## src/rtl/sram_arb_pkg.sv

```systemverilog
// Shared types and widths for the SRAM port-0 arbiter.
package sram_arb_pkg;

  localparam int ADDR_W = 9;
  localparam int DATA_W = 32;
  localparam int MASK_W = DATA_W / 8;

  typedef struct packed {
    logic              we;
    logic [MASK_W-1:0] wmask;
    logic [ADDR_W-1:0] addr;
    logic [DATA_W-1:0] wdata;
  } sram_req_t;

  typedef enum logic {
    REQ_A = 1'b0,
    REQ_B = 1'b1
  } req_id_t;

  // One slot of the read-return pipeline.
  typedef struct packed {
    logic    valid;
    req_id_t id;
  } rd_tag_t;

endpackage

```

## src/rtl/sram_rr_arbiter.sv

```systemverilog
// Two-way round-robin grant. The pointer remembers who was served last and
// only moves when a grant (which is always a transfer) is issued.
module sram_rr_arbiter (
  input  logic       clk,
  input  logic       rst_n,
  input  logic [1:0] req,
  output logic [1:0] gnt
);

  // 1 = B has priority on a tie; reset gives A priority.
  logic prio_b_q;
  logic prio_b_d;

  // Grant selection and pointer update; no grants while reset is asserted.
  always_comb begin
    gnt      = 2'b00;
    prio_b_d = prio_b_q;
    if (rst_n) begin
      if (req[0] && req[1]) begin
        gnt = prio_b_q ? 2'b10 : 2'b01;
      end else begin
        gnt = req;
      end
    end
    if (gnt[0]) begin
      prio_b_d = 1'b1;
    end else if (gnt[1]) begin
      prio_b_d = 1'b0;
    end
  end

  // Pointer register.
  always_ff @(posedge clk) begin
    if (!rst_n) begin
      prio_b_q <= 1'b0;
    end else begin
      prio_b_q <= prio_b_d;
    end
  end

endmodule

```

## src/rtl/sram_port_arbiter.sv

```systemverilog
// Shares SRAM port 0 between requesters A and B. Accepted requests are
// registered straight onto the macro pins; reads are tagged and the data is
// steered back to the issuing requester RD_LAT edges after acceptance.
import sram_arb_pkg::*;

module sram_port_arbiter #(
  parameter int RD_LAT = 2
) (
  input  logic              clk,
  input  logic              rst_n,
  input  logic              a_valid,
  output logic              a_ready,
  input  logic              a_we,
  input  logic [MASK_W-1:0] a_wmask,
  input  logic [ADDR_W-1:0] a_addr,
  input  logic [DATA_W-1:0] a_wdata,
  output logic              a_rvalid,
  output logic [DATA_W-1:0] a_rdata,
  input  logic              b_valid,
  output logic              b_ready,
  input  logic              b_we,
  input  logic [MASK_W-1:0] b_wmask,
  input  logic [ADDR_W-1:0] b_addr,
  input  logic [DATA_W-1:0] b_wdata,
  output logic              b_rvalid,
  output logic [DATA_W-1:0] b_rdata,
  output logic              sram_csb0,
  output logic              sram_web0,
  output logic [MASK_W-1:0] sram_wmask0,
  output logic [ADDR_W-1:0] sram_addr0,
  output logic [DATA_W-1:0] sram_din0,
  input  logic [DATA_W-1:0] sram_dout0,
  output logic              busy
);

  logic [1:0] gnt;
  sram_req_t  a_req;
  sram_req_t  b_req;
  sram_req_t  sel_req;
  req_id_t    sel_id;
  logic       xfer;

  logic              csb_q, csb_d;
  logic              web_q, web_d;
  logic [MASK_W-1:0] wmask_q, wmask_d;
  logic [ADDR_W-1:0] addr_q, addr_d;
  logic [DATA_W-1:0] din_q, din_d;

  rd_tag_t [RD_LAT-1:0] pipe_q, pipe_d;
  rd_tag_t              head;

  logic              a_rvalid_q, a_rvalid_d;
  logic              b_rvalid_q, b_rvalid_d;
  logic [DATA_W-1:0] a_rdata_q, a_rdata_d;
  logic [DATA_W-1:0] b_rdata_q, b_rdata_d;
  logic              busy_c;

  sram_rr_arbiter u_rr (
    .clk   (clk),
    .rst_n (rst_n),
    .req   ({b_valid, a_valid}),
    .gnt   (gnt)
  );

  assign a_ready = gnt[0];
  assign b_ready = gnt[1];
  assign a_req   = {a_we, a_wmask, a_addr, a_wdata};
  assign b_req   = {b_we, b_wmask, b_addr, b_wdata};

  // Payload mux and next values for the macro pins and the return pipeline.
  always_comb begin
    xfer    = |gnt;
    sel_req = gnt[1] ? b_req : a_req;
    sel_id  = gnt[1] ? REQ_B : REQ_A;

    csb_d   = 1'b1;
    web_d   = 1'b1;
    wmask_d = '0;
    addr_d  = addr_q;
    din_d   = din_q;
    if (xfer) begin
      csb_d   = 1'b0;
      web_d   = ~sel_req.we;
      wmask_d = sel_req.we ? sel_req.wmask : '0;
      addr_d  = sel_req.addr;
      din_d   = sel_req.wdata;
    end

    pipe_d[0].valid = xfer && !sel_req.we;
    pipe_d[0].id    = sel_id;
    for (int i = 1; i < RD_LAT; i++) begin
      pipe_d[i] = pipe_q[i-1];
    end

    head       = pipe_q[RD_LAT-1];
    a_rvalid_d = head.valid && (head.id == REQ_A);
    b_rvalid_d = head.valid && (head.id == REQ_B);
    a_rdata_d  = a_rvalid_d ? sram_dout0 : a_rdata_q;
    b_rdata_d  = b_rvalid_d ? sram_dout0 : b_rdata_q;

    busy_c = 1'b0;
    for (int i = 0; i < RD_LAT; i++) begin
      busy_c = busy_c | pipe_q[i].valid;
    end
  end

  // Macro pin registers, return pipeline and response registers.
  always_ff @(posedge clk) begin
    if (!rst_n) begin
      csb_q      <= 1'b1;
      web_q      <= 1'b1;
      wmask_q    <= '0;
      addr_q     <= '0;
      din_q      <= '0;
      pipe_q     <= '0;
      a_rvalid_q <= 1'b0;
      b_rvalid_q <= 1'b0;
      a_rdata_q  <= '0;
      b_rdata_q  <= '0;
    end else begin
      csb_q      <= csb_d;
      web_q      <= web_d;
      wmask_q    <= wmask_d;
      addr_q     <= addr_d;
      din_q      <= din_d;
      pipe_q     <= pipe_d;
      a_rvalid_q <= a_rvalid_d;
      b_rvalid_q <= b_rvalid_d;
      a_rdata_q  <= a_rdata_d;
      b_rdata_q  <= b_rdata_d;
    end
  end

  assign sram_csb0   = csb_q;
  assign sram_web0   = web_q;
  assign sram_wmask0 = wmask_q;
  assign sram_addr0  = addr_q;
  assign sram_din0   = din_q;
  assign a_rvalid    = a_rvalid_q;
  assign b_rvalid    = b_rvalid_q;
  assign a_rdata     = a_rdata_q;
  assign b_rdata     = b_rdata_q;
  assign busy        = busy_c;

endmodule

```

## config.mk

```make
export PLATFORM = sky130hd
export DESIGN_NAME = sram_port_arbiter
export DESIGN_NICKNAME = d
export VERILOG_FILES = /design/src/rtl/sram_arb_pkg.sv /design/src/rtl/sram_rr_arbiter.sv /design/src/rtl/sram_port_arbiter.sv
export SDC_FILE = /design/constraint.sdc
export NUM_CORES = 1
export LEC_CHECK = 0
export ABC_CLOCK_PERIOD_IN_PS = 3000
export CAP_MARGIN = 30
export CORE_ASPECT_RATIO = 0.8
export CORE_MARGIN = 1
export CORE_UTILIZATION = 43
export CTS_CLUSTER_SIZE = 8
export DETAILED_ROUTE_END_ITERATION = 10
export GPL_ROUTABILITY_DRIVEN = 0
export PLACE_DENSITY_LB_ADDON = 0.12
export SYNTH_ARGS = -nofsm -noshare
export SYNTH_HDL_FRONTEND = slang
export SYNTH_SLANG_ARGS = --single-unit
```

## constraint.sdc

```tcl
create_clock -name clk -period 3 [get_ports clk]
set_input_delay 0.6 -clock clk [delete_from_list [all_inputs] [get_ports clk]]
set_output_delay 0.6 -clock clk [all_outputs]
set_load 0.01 [all_outputs]
```

Word-level counts from Yosys, hierarchy flattened
Cells that the tools add are included.
W data, S select, Z words.

word-level totals
  bits in registers = 118

cells by class
  muxes and demuxes = 8
  bitwise gates (word level) = 3
  reduce and logical (&&, ||, !) cells = 9

operators with widths
  kind                 number
  $mux W46             1
  $mux W2              3
  $logic_and A1 B1 Y1  4
  $mux W1              4
  $reduce_and A3 Y1    1
  $not A1 Y1           2
  $reduce_and A2 Y1    1
  $reduce_bool A2 Y1   1
  $reduce_or A2 Y1     1
  $logic_not A1 Y1     1
  $or A1 B1 Y1         1

Depth between registers and ports, before layout
Gate-level depths: netlist of the first run.

  depth in word-level cells = 6
  mapped depth = 6
  mapped depth without buffers = 3

Modules after synthesis
Synthesis of the first run repeated with hierarchy kept, for this count alone.

second synthesis, totals
  cell total of the unflattened synthesis = 504
  area total of the unflattened synthesis = 4642.0 um^2

by module, submodules not included
  module             instances  cells each  area an instance (um^2)  seq. area each (um^2)
  sram_port_arbiter  1          496         4581.9                   2342.2
  sram_rr_arbiter    1          8           60.1                     20.0

Worst setup path before layout of the first run
Ideal clock, no wire load.

  path type = input -> output
  start point = input b_valid
  end point = output b_ready
  arrival = 1222 ps
  path slack = 1178 ps
  stages on the path = 4
  path buffers = 2
  path through = clkbuf_2 -> nand2_1 -> nor2_4 -> buf_6

between the ends
  cells in the longest elaborated chain, start to end = 3

ends and longest elaborated chain
  item                 line                     RTL
  from (decl)          sram_port_arbiter.sv:19  input logic b_valid,
  $logic_and A1 B1 Y1  sram_rr_arbiter.sv:19    if (req[0] && req[1]) begin
  $mux W2 *            sram_rr_arbiter.sv:19
  $mux W2 *            sram_rr_arbiter.sv:18    if (rst_n) begin
  to (decl)            sram_port_arbiter.sv:20  output logic b_ready,

Every way passes the cells marked *; elsewhere a longest branch is shown, timed or not.

Worst setup path after layout of the first run
  start point = input a_valid
  end point = output a_ready

between the ends
  cells in the longest elaborated chain, start to end = 3

ends and longest elaborated chain
  item                 line                     RTL
  from (decl)          sram_port_arbiter.sv:11  input logic a_valid,
  $logic_and A1 B1 Y1  sram_rr_arbiter.sv:19
  $mux W2 *            sram_rr_arbiter.sv:19
  $mux W2 *            sram_rr_arbiter.sv:18
  to (decl)            sram_port_arbiter.sv:12  output logic a_ready,

Marks and branches as above.

==> results.json, run 1 <==
{
  "outcome": "finished, final reports clean",
  "ys_top_cells_by_area": "dfxtp_1 50%, nand2_1 17%, o311ai_2 10%",
  "arrival_ns": 2.09,
  "worst_slew_pin_slew_ns": 0.640,
  "grt_pass1_wl_mm": 23.7,
  "clock_skew_ns": 0.0129,
  "yosysMostFrequentCell": "nand2_1",
  "p_leak_nw": 2.81,
  "routed_wl_mm": 15.5,
  "cts_tree": "yes",
  "die_y_um": 96.1,
  "core_um2": 10500,
  "layout.nets": 920,
  "timing.slew.headroom_pct": 57.3,
  "clk_pin_slew_ns": 0.05,
  "max_freq_mhz": 372,
  "yosys-top-cells-count": "212 x nand2_1, 118 x dfxtp_1, 65 x a21oi_1, 45 x nand3_1, 30 x o311ai_2",
  "fin_crit_ns": 2.69,
  "hpwl_mm": 10.7,
  "via_count": 4940,
  "insertedDiodeCount": 0,
  "cap_viol_max_count": 0,
  "vdd_ir_drop_max_uv": 398,
  "ys.flop_type": "dfxtp_1",
  "ctsResizeCount": 0,
  "path_cells": "clkdlybuf4s50_1 -> a21boi_0 -> and2_1 -> clkdlybuf4s50_1",
  "holdCritPathClass": "flop to flop",
  "layout-drive-gt1-share_pct": 10.8,
  "path_common_cell": "clkdlybuf4s50_1",
  "synthArstFlopShare_pct": 0,
  "synth-seq-cells": 118,
  "die_w_um": 120,
  "port_buffers": 243,
  "post_cts_buffers": 0,
  "utilization_pct": 75.8,
  "path_class": "input pin to output port",
  "cts_root_buffer": "clkbuf_16",
  "syn_area_um2": 4760,
  "rrSetupSlack_ns": 1.30,
  "dieArea_um2": 11500,
  "synth_cell_type_count": 25,
  "synth_edf_count": 0,
  "areaGrowthSynthToFinish_pct": 67.1,
  "num_rows": 33,
  "avgViaCountPerCell": 5.23,
  "cts_buffers": 17,
  "r2r-start": "u_rr.prio_b_q$_SDFFE_PN0P_",
  "ys_seq_area_share_pct": 49.7,
  "start_kind": "input pin",
  "clockBufferDepth": 2,
  "fin_cells": 945,
  "slowest_stage": "clkdlybuf4s50_1",
  "antenna_left": 0,
  "worstHoldPathCells": 1,
  "drt-pass1-iter-count": 4,
  "initial_core_util_pct": 45.3,
  "end_kind": "output port",
  "dp.cells": 913,
  "io_pins": 244,
  "power.density_nw_per_um2": 569,
  "min-delay-start": "pipe_d[2]$_SDFF_PN0_",
  "cts_num_sinks": 118,
  "grt_pass1_vias": 4775,
  "rsz0062_at_grt": "no",
  "cts-hold-fix-buffers": 0,
  "period_share_pct": 89.6,
  "syn_inst": 563,
  "htreeDepth": 4,
  "dpl_cell_area_um2": 7290,
  "antenna_found_initial": 0,
  "clk_latency_ns": 0.41,
  "ys_warn_count": 0,
  "worstPathRequired_ns": 2.40,
  "dp_slack_ns": 0.345,
  "finalWorstSetupSlack_ns": 0.313,
  "fillers": 756,
  "drtIter0Drc": 274,
  "drc": 0,
  "fin_setup_tns_ns": 0,
  "wl_per_cell_um": 16.4,
  "synthesis.nets": 691,
  "final_area_um2": 7950,
  "grtUsageTotal_pct": 26.7,
  "finalHoldViolCount": 0,
  "slew_violations": 0,
  "worst_hold_path.endpoint": "head[0]$_SDFF_PN0_",
  "worstReg2RegEnd": "sram_din0[26]$_SDFFE_PN0P_",
  "rr_worst_depth": 4,
  "syn-mean-instance-area_um2": 8.45,
  "synth_area_leader_cell": "dfxtp_1",
  "slowest_delay_ns": 0.54,
  "power_mw": 4.52,
  "whs_ns": 0.430,
  "cp_max_fo": 3,
  "overflow": 0,
  "grt_max_degree": 43,
  "setup_viol_count_final": 0,
  "synth_top_area_share_pct": 49.7
}
[registers in the layout, summed over array words and instances (netlist names)]
register       cells
sram_addr0         9
sram_wmask0        4
sram_csb0          1
a_rdata           32
a_rvalid           1
b_rdata           32
u_rr.prio_b_q      1
sram_web0          1
head               2
sram_din0         32
pipe_d             2
b_rvalid           1
[critical path: cells and delay by family]
kind            cells  cell delay (ns)
compound gates      1             0.27
buf+inv             2             1.05
simple gates        1             0.16
[cell families (layout without fill, tap and decap cells)]
group                  Yosys count  in the layout  share of synthesized area, %
and+or+nand+nor                275            275                          23.9
AOI/OAI and AO/OA              119            119                          20.9
DFF                            118            118                          49.7
buffers and inverters           51            293                          5.47
[cell usage in the layout (no fill, tap or decap), drive strengths merged, types with 18 or more instances in the layout]
master         netlist  layout
a21oi               65      65
buf                 30      18
clkbuf              20      18
clkdlybuf4s50        0     242
dfxtp              118     118
nand2              212     212
nand3               45      45
o311ai              41      41
[power by group]
part           switching (mW)  leakage, nW  internal [mW]
Sequential             0.0373        0.966           1.64
Combinational           0.263         1.54          0.356
Clock                   0.739        0.307           1.48
[layout make-up]
cell class / count / area (um2) / area share (%)
clock inverters: 14 / 225 / 2.83
clock buffers: 18 / 429 / 5.40
repair buffers: 260 / 2600 / 32.7
multi-input cells: 394 / 2150 / 27.1
well taps: 140 / 175 / 2.20
flip-flops and latches: 118 / 2360 / 29.7
inverters: 1 / 3.75 / 0.0472
[routing by layer]
metal,wire length [um],global-route usage (%),up-vias
li1,-,-,2380
met1,6390,31.5,2339
met2,7660,45.2,192
met3,1080,7.88,29
met4,406,12.5,0
met5,0,0,-
[how the worst max path moves through the flow]
stage	start	end	cells after the start
after detailed placement	a_valid	a_ready	4
after global placement	a_valid	a_ready	4
after global routing	a_valid	a_ready	4
final	a_valid	a_ready	4
after CTS	a_valid	a_ready	4
after floorplan	b_valid	b_ready	4
Power figures use the tool's default switching activity.
==> run 2: changes to the inputs <==
- PLACE_DENSITY: unset -> 0.91
- PLACE_DENSITY_LB_ADDON: 0.12 -> unset
==> results.json, run 2 (synthesized netlist as in run 1, its figures left out) <==
{
  "outcome": "finished, final reports clean",
  "rsz0062_at_grt": "no",
  "grt_max_degree": 67,
  "insertedDiodeCount": 0,
  "layout.nets": 917,
  "via_count": 4970,
  "worst_slew_pin_slew_ns": 0.671,
  "core_um2": 10500,
  "power.density_nw_per_um2": 549,
  "grtUsageTotal_pct": 27.1,
  "antenna_found_initial": 0,
  "worstPathRequired_ns": 2.40,
  "num_rows": 33,
  "end_kind": "output port",
  "dieArea_um2": 11500,
  "cts_tree": "yes",
  "setup_viol_count_final": 0,
  "fin_crit_ns": 2.65,
  "seq_area_um2": 2360,
  "drc": 0,
  "grt_pass1_wl_mm": 24.4,
  "cts_buffers": 17,
  "max_freq_mhz": 378,
  "io_pins": 244,
  "holdCritPathClass": "flop to flop",
  "clk_pin_slew_ns": 0.05,
  "clk_latency_ns": 0.40,
  "worstReg2RegEnd": "sram_din0[27]$_SDFFE_PN0P_",
  "rrSetupSlack_ns": 1.21,
  "cap_viol_max_count": 0,
  "antenna_left": 0,
  "avgViaCountPerCell": 5.29,
  "die_w_um": 120,
  "final_common_cell": "clkdlybuf4s50_1",
  "overflow": 0,
  "cts_root_buffer": "clkbuf_16",
  "wl_per_cell_um": 16.4,
  "power_mw": 4.29,
  "finalHoldViolCount": 0,
  "arrival_ns": 2.05,
  "die_y_um": 96.1,
  "cts_num_sinks": 118,
  "min-delay-start": "pipe_d[3]$_SDFF_PN0_",
  "areaGrowthSynthToFinish_pct": 64.2,
  "grt_pass1_vias": 4975,
  "drt-pass1-iter-count": 4,
  "htreeDepth": 4,
  "worstHoldPathCells": 1,
  "clock_skew_ns": 0.00855,
  "port_buffers": 243,
  "drtIter0Drc": 363,
  "mostFrequentLayoutCells": "242 x clkdlybuf4s50_1, 212 x nand2_1, 118 x dfxtp_1, 65 x a21oi_1, 45 x nand3_1",
  "initial_core_util_pct": 45.3,
  "r2r-start": "u_rr.prio_b_q$_SDFFE_PN0P_",
  "path_class": "input pin to output port",
  "p_leak_nw": 2.76,
  "period_share_pct": 88.3,
  "cts-hold-fix-buffers": 0,
  "clockBufferDepth": 2,
  "cp_max_fo": 3,
  "vdd_ir_drop_max_uv": 440,
  "worst_hold_path.endpoint": "head[1]$_SDFF_PN0_",
  "fillers": 738,
  "ctsResizeCount": 0,
  "fin_setup_tns_ns": 0,
  "slew_violations": 0,
  "post_cts_buffers": 0,
  "hpwl_mm": 10.8,
  "timing.slew.headroom_pct": 55.3,
  "rr_worst_depth": 4,
  "start_kind": "input pin",
  "routed_wl_mm": 15.4,
  "multi_input_area_um2": 2150,
  "layout-drive-gt1-share_pct": 10.4
}
-- run 2: cell types whose count changed in the layout (fill, tap and decap cells not counted), moves of 2 or more --
cell / before / now
clkinv_4: 4 / 0
bufinv_16: 5 / 3
inv_6: 2 / 0
clkinvlp_4: 3 / 1
buf_12: 2 / 0
clkinv_2: 0 / 7
clkbuf_8: 0 / 2
-- run 2: routing by layer --
metal	vias to the layer above	track usage (%)	share of wire [%]
li1	2368	-	-
met1	2333	30.5	40
met2	231	46.1	50
met3	38	9.12	7.2
met4	0	14.4	3.2
met5	-	0	0
-- run 2: worst max path at each step --
| stage | start | end | cells after the start |
|---|---|---|---|
| floorplan | b_valid | b_ready | 4 |
| finish | a_valid | a_ready | 4 |
| detailed placement | a_valid | a_ready | 4 |
| CTS | a_valid | a_ready | 4 |
| global placement | a_valid | a_ready | 4 |
| global route | a_valid | a_ready | 4 |
-- run 2: area by class of cell --
cell class / instances / area share [%]
clock buffer: 19 / 5.80
clock inverter: 11 / 1.70
inverter: 1 / 0.0481
multi-input combinational: 394 / 27.6
sequential: 118 / 30.2
tap: 140 / 2.24
timing repair buffer: 257 / 32.4
-- run 2: metrics by stage --
stage               instances  instance area, um2  hold slack [ns]  setup slack (ns)  util [%]
floorplan                 563                4760            0.412              1.18         -
global placement          910                7230            0.436             0.360      68.9
detailed placement        910                7230            0.429             0.364      68.9
CTS                       940                7810            0.455             0.359      74.5
global route              940                7810            0.474             0.260      74.5
finish                    940                7810            0.450             0.352      74.5
-- run 2: critical path: stages --
cell	delay, ns
clkdlybuf4s50_1	0.50
a21boi_0	0.23
and2_1	0.17
clkdlybuf4s50_1	0.54
-- run 2: power by group --
group	leakage, nW	internal, mW	switching, mW	total, mW
clock	0.294	1.33	0.663	1.99
sequential	0.966	1.65	0.0393	1.69
combinational	1.50	0.349	0.261	0.610
total	2.76	3.32	0.964	4.29
